===== src/rtl/serial_add_ctrl_if.sv =====
// Handshake and operand/result bundle for the bit-serial adder.
// master: the requester (drives start/A/B); slave: the adder itself.
interface serial_add_ctrl_if #(
   parameter int WIDTH = 8
);
   logic             start;
   logic [WIDTH-1:0] A;
   logic [WIDTH-1:0] B;
   logic             busy;
   logic             done;
   logic [WIDTH-1:0] Sum;
   logic             Cout;

   modport master (
      output start, A, B,
      input  busy, done, Sum, Cout
   );

   modport slave (
      input  start, A, B,
      output busy, done, Sum, Cout
   );
endinterface


===== src/rtl/serial_add_ctrl.sv =====
// Bit-serial adder controller: one full-adder cell (two half adders plus an
// OR on their carries) is reused over WIDTH clocks, LSB first, with a carry
// flop linking successive bits. start/done handshake, registered result.
module serial_add_ctrl #(
   parameter int WIDTH = 8
) (
   input  logic                clk,
   input  logic                rst_n,
   serial_add_ctrl_if.slave    bus
);

   // One extra counter bit so the count never wraps inside an operation.
   localparam int CW = $clog2(WIDTH) + 1;
   localparam logic [CW-1:0] LAST_BIT = CW'(WIDTH - 1);

   typedef enum logic [1:0] {
      IDLE = 2'd0,
      RUN  = 2'd1,
      DONE = 2'd2
   } state_t;

   state_t           state;
   state_t           state_next;

   logic [WIDTH-1:0] a_sr;
   logic [WIDTH-1:0] b_sr;
   logic [WIDTH-1:0] sum_sr;
   logic [WIDTH-1:0] sum_out;
   logic             cout_out;
   logic             carry;
   logic [CW-1:0]    count;

   logic             ha0_s;
   logic             ha0_c;
   logic             ha1_s;
   logic             ha1_c;
   logic             bit_sum;
   logic             bit_carry;
   logic             last_bit;

   // First half adder: the two operand bits.
   assign ha0_s = a_sr[0] ^ b_sr[0];
   assign ha0_c = a_sr[0] & b_sr[0];

   // Second half adder: partial sum plus the carry flop.
   assign ha1_s = ha0_s ^ carry;
   assign ha1_c = ha0_s & carry;

   // Full-adder outputs for the current bit.
   assign bit_sum   = ha1_s;
   assign bit_carry = ha0_c | ha1_c;

   assign last_bit  = (count == LAST_BIT);

   // State register.
   always_ff @(posedge clk or negedge rst_n) begin
      if (!rst_n) begin
         state <= IDLE;
      end else begin
         state <= state_next;
      end
   end

   // Next-state logic: start only matters in IDLE; DONE always lasts one cycle.
   always_comb begin
      state_next = state;
      case (state)
         IDLE:    if (bus.start) state_next = RUN;
         RUN:     if (last_bit)  state_next = DONE;
         DONE:    state_next = IDLE;
         default: state_next = IDLE;
      endcase
   end

   // Handshake outputs decoded from the state.
   always_comb begin
      bus.busy = 1'b0;
      bus.done = 1'b0;
      case (state)
         RUN:     bus.busy = 1'b1;
         DONE:    bus.done = 1'b1;
         default: ;
      endcase
   end

   // Datapath: capture on accepted start, shift one bit per RUN edge, and
   // publish the result only on the edge that finishes the last bit.
   always_ff @(posedge clk or negedge rst_n) begin
      if (!rst_n) begin
         a_sr     <= '0;
         b_sr     <= '0;
         sum_sr   <= '0;
         carry    <= 1'b0;
         count    <= '0;
         sum_out  <= '0;
         cout_out <= 1'b0;
      end else begin
         case (state)
            IDLE: begin
               if (bus.start) begin
                  a_sr  <= bus.A;
                  b_sr  <= bus.B;
                  carry <= 1'b0;
                  count <= '0;
               end
            end
            RUN: begin
               sum_sr <= {bit_sum, sum_sr[WIDTH-1:1]};
               a_sr   <= {1'b0, a_sr[WIDTH-1:1]};
               b_sr   <= {1'b0, b_sr[WIDTH-1:1]};
               carry  <= bit_carry;
               count  <= count + CW'(1);
               if (last_bit) begin
                  sum_out  <= {bit_sum, sum_sr[WIDTH-1:1]};
                  cout_out <= bit_carry;
               end
            end
            default: ;
         endcase
      end
   end

   assign bus.Sum  = sum_out;
   assign bus.Cout = cout_out;

endmodule

===== src/flat_wrapper.sv =====
// flat-port wrapper written by rule: the top's interface ports become plain ports
module serial_add_ctrl_flat 
#(
   parameter int WIDTH = 8
)
  (clk, rst_n, bus_start, bus_A, bus_B, bus_busy, bus_done, bus_Sum, bus_Cout);
  serial_add_ctrl_if #(.WIDTH(WIDTH)) bus_i ();
  input  logic clk;
  input  logic rst_n;
  input wire logic [$bits(bus_i.start)-1:0] bus_start;
  input wire logic [$bits(bus_i.A)-1:0] bus_A;
  input wire logic [$bits(bus_i.B)-1:0] bus_B;
  output wire logic [$bits(bus_i.busy)-1:0] bus_busy;
  output wire logic [$bits(bus_i.done)-1:0] bus_done;
  output wire logic [$bits(bus_i.Sum)-1:0] bus_Sum;
  output wire logic [$bits(bus_i.Cout)-1:0] bus_Cout;
  assign bus_i.start = bus_start;
  assign bus_i.A = bus_A;
  assign bus_i.B = bus_B;
  assign bus_busy = bus_i.busy;
  assign bus_done = bus_i.done;
  assign bus_Sum = bus_i.Sum;
  assign bus_Cout = bus_i.Cout;
  serial_add_ctrl #(.WIDTH(WIDTH)) u_core (.clk(clk), .rst_n(rst_n), .bus(bus_i));
endmodule

===== config.mk =====
export PLATFORM = sky130hd
export DESIGN_NAME = serial_add_ctrl_flat
export DESIGN_NICKNAME = d
export VERILOG_FILES = /design/src/rtl/serial_add_ctrl_if.sv /design/src/rtl/serial_add_ctrl.sv /design/src/flat_wrapper.sv
export SDC_FILE = /design/constraint.sdc
export NUM_CORES = 1
export LEC_CHECK = 0
export CORE_ASPECT_RATIO = 0.75
export CORE_UTILIZATION = 46
export DETAILED_ROUTE_END_ITERATION = 7
export PLACE_DENSITY_LB_ADDON = 0.1
export SETUP_SLACK_MARGIN = 0.02
export SLEW_MARGIN = 20
export SYNTH_ARGS = -nofsm -noshare
export SYNTH_HDL_FRONTEND = slang
export SYNTH_SLANG_ARGS = --single-unit
export TNS_END_PERCENT = 10

===== constraint.sdc =====
create_clock -name clk -period 1.5 [get_ports clk]
set_input_delay 0.3 -clock clk [delete_from_list [all_inputs] [get_ports clk]]
set_output_delay 0.3 -clock clk [all_outputs]
set_load 0.01 [all_outputs]

==> results.json <==
{
  "max-slew-margin-rel": 0.706,
  "max-clock-path-buffers": 2,
  "cap_violations": 0,
  "vias": 1244,
  "track_usage": 0.210,
  "number_of_global_route_vias_before_repair": 1201,
  "routedWlPerCell_microns": 15.1,
  "final.setup.worst_slack_ns": 0.0430,
  "grt-ovfl-total": 0,
  "avgSynthCellArea_sq_um": 11.0,
  "netlist_area_sq_um": 1640,
  "count_of_flip_flops_with_a_built_in_enable_after_synthesis": 0,
  "clk_pin_slew_ns": 0.08,
  "crit_path_max_incr_delay_ns": 0.44,
  "setup_repair_after_global_routing_missed_its_margin": "yes",
  "grt_antenna_before_repair": 0,
  "tritoncts_num_sinks": 39,
  "worstHoldPathType": "input pin to asynchronous set/reset pin",
  "timing_worst_slew_pin_value_ns": 0.440,
  "placeableCoreArea_sq_um": 3360,
  "async_flop_share": 1.00,
  "port-buffer-count": 29,
  "cts_buf_count": 5,
  "antenna-diode-count": 0,
  "detailed_place_hpwl_mm": 2.46,
  "layout_worst_path_cycle_share": 0.971,
  "final_hold_viol_count": 0,
  "detailedRoute.firstIterationViolations": 116,
  "netlist.top_cell.by_area": "sky130_fd_sc_hd__dfrtp_1",
  "cp_cell_sequence": "nand2b_4, buf_6, nor3_4, buf_6, mux2_4",
  "final_max_slew_viol_count": 0,
  "placed_cell_area_sq_um": 2050,
  "grt_start_max_net_pins": 23,
  "critical_path.slowest_cell": "sky130_fd_sc_hd__dfrtp_2",
  "path_class": "flip-flop to flip-flop",
  "synthToLayoutAreaGrowth_pct": 37.3,
  "grt_pass1_wl_mm": 5.74,
  "stdcell_area_sq_um": 2250,
  "required_time_at_the_worst_slack_endpoint_ns": 1.68,
  "fp-row-count": 18,
  "dp_cells": 224,
  "ys.warnings.count": 0,
  "layout-drive-gt1-share": 0.222,
  "root_buffer": "sky130_fd_sc_hd__clkbuf_8",
  "power.density_cell_area_nw_per_um2": 2010,
  "fin_skew_ns": 0.00911,
  "floorplan.die.height_microns": 53.7,
  "hold-worst-slack_ns": 0.478,
  "tritoncts_clock_tree": "done",
  "synth.yosys.seq_area_share": 0.595,
  "report.final.setup_viol": 0,
  "synth_common_cells": "39 x sky130_fd_sc_hd__dfrtp_1, 39 x sky130_fd_sc_hd__nand2_1, 16 x sky130_fd_sc_hd__o21ai_0",
  "status": "completed",
  "clk-insertion-delay-late_ns": 0.30,
  "remaining_drc_errors": 0,
  "num_io_pins": 30,
  "postSynthCellCount": 149,
  "post_layout_power_mw": 4.54,
  "power_leakage_nw": 1.08,
  "die_width_microns": 71.0,
  "globalplace.congestion": 0.694,
  "max_clock_freq_ghz": 0.686,
  "critPathCaptureType": "flip-flop",
  "initial_utilization": 0.489,
  "cp-start-kind": "flip-flop",
  "endpoint_arrival_time_on_the_critical_path_ns": 1.64,
  "postRouteAntennaNets": 0,
  "most_frequent_cp_cell": "sky130_fd_sc_hd__buf_6",
  "time_the_worst_path_needs_with_i_o_delays_and_setup_ns": 1.46,
  "dieArea_sq_um": 3810,
  "synth_top_flop_cell": "sky130_fd_sc_hd__dfrtp_1",
  "synthTopCellsByArea": "sky130_fd_sc_hd__dfrtp_1 59%, sky130_fd_sc_hd__nand2_1 8.9%, sky130_fd_sc_hd__mux2_2 6.9%, sky130_fd_sc_hd__a22oi_1 6.4%, sky130_fd_sc_hd__o21ai_0 4.9%",
  "viasPerCell": 5.32,
  "detail_route.first_pass.iterations": 6,
  "syn-num-nets": 170,
  "cp_max_fo": 6,
  "cts_htree_levels": 2,
  "number_of_distinct_library_cells_after_synthesis": 24,
  "yosys_register_bits": 39,
  "dp_slack_ns": -0.0992,
  "routed_wirelength_mm": 3.54,
  "finalNetCount": 214,
  "power.ir.vdd_worst_mv": 1.14,
  "finish.cell_count_without_fillers": 234,
  "proportion_of_netlist_area_held_by_the_largest_area_contributor": 0.595
}
-- layer usage --
metal / global-route usage / vias to the layer above / share of wire
met5: 0 / - / 0
met4: 0.0767 / 0 / 0.010
li1: - / 602 / -
met3: 0.0749 / 6 / 0.046
met2: 0.325 / 28 / 0.46
met1: 0.276 / 608 / 0.49
-- cell type report --
cell class              instances  area (sq um)
fillers                       272          1100
flip-flops and latches         39           978
multi-input cells             100           671
repair buffers                 45           430
clock buffers                   6          82.6
well taps                      40          50.0
clock inverters                 2          35.0
inverters                       2          7.51
-- critical path, delay by kind of cell (launching register included) --
kind	cells	cell delay [ns]
buffers and inverters	2	0.29
flip-flops	1	0.44
multiplexers	1	0.30
AND/OR/NAND/NOR	2	0.30
-- registers in the layout (all words and copies together) (netlist names) --
| name | count |
|---|---|
| u_core.bus.Cout | 1 |
| u_core.a_sr | 8 |
| u_core.carry | 1 |
| u_core.bus.Sum | 8 |
| u_core.count | 4 |
| u_core.b_sr | 8 |
| u_core.sum_sr | 7 |
| u_core.state | 2 |
-- through the flow --
stage | setup TNS, ns | utilization
4_1_cts | -0.00428 | 0.652
3_3_place_gp | -0.425 | 0.611
5_1_grt | -0.0711 | 0.672
2_1_floorplan | 0 | -
6_report | 0 | 0.672
3_5_place_dp | -0.799 | 0.611
-- report_power, final --
part | leakage, nW | switching [mW] | total [mW] | internal (mW)
sequential | 0.504 | 0.332 | 1.81 | 1.48
combinational | 0.517 | 0.858 | 1.80 | 0.943
clock | 0.0612 | 0.381 | 0.920 | 0.538
-- placed cells by master, fill, tap and decap left out, types with 2 or more instances in the layout --
master,synthesis,final
sky130_fd_sc_hd__dfrtp_1,39,37
sky130_fd_sc_hd__a22o_1,3,3
sky130_fd_sc_hd__dlygate4sd2_1,0,6
sky130_fd_sc_hd__nand2_1,39,38
sky130_fd_sc_hd__buf_4,1,10
sky130_fd_sc_hd__buf_2,3,2
sky130_fd_sc_hd__o21ai_0,16,16
sky130_fd_sc_hd__dlymetal6s2s_1,0,3
sky130_fd_sc_hd__buf_6,1,4
sky130_fd_sc_hd__a22oi_1,14,14
sky130_fd_sc_hd__clkdlybuf4s50_1,0,17
sky130_fd_sc_hd__nor2b_1,3,3
sky130_fd_sc_hd__mux2_4,0,9
sky130_fd_sc_hd__nor2_1,3,3
sky130_fd_sc_hd__nand3_1,3,3
sky130_fd_sc_hd__clkbuf_8,0,6
sky130_fd_sc_hd__dfrtp_2,0,2
-- what timing repair did --
item / CTS / global route
gates cloned: 0 / 0
pin swaps: 0 / 2
hold endpoints to repair: 17 / 0
setup buffers: 1 / 0
resized for setup: 14 / 22
hold buffers: 1 / 0
setup endpoints to repair: 17 / 17
-- worst paths after layout --
path                                 start                end  slack (ns)  depth (start not counted)
min reg2reg                 u_core.b_sr[4]     u_core.b_sr[4]        0.48                          2
min                                  rst_n  u_core.bus.Sum[1]        0.48                          2
max                        u_core.state[1]  u_core.bus.Sum[3]        0.04                          5
min in group clk            u_core.b_sr[4]     u_core.b_sr[4]        0.48                          2
max reg2reg                u_core.state[1]  u_core.bus.Sum[3]        0.04                          5
max in group asynchronous            rst_n    u_core.state[0]        0.54                          3
-- logic make-up after synthesis --
group                      after synthesis  synth area share
and+or+nand+nor                         51             0.139
DFF                                     39             0.595
AOI/OAI and AO/OA                       37             0.146
buffers and inverters                   10            0.0320
muxes                                   10            0.0686
adders and majority gates                2            0.0198
Note: power is estimated with default switching activity, not from simulation.
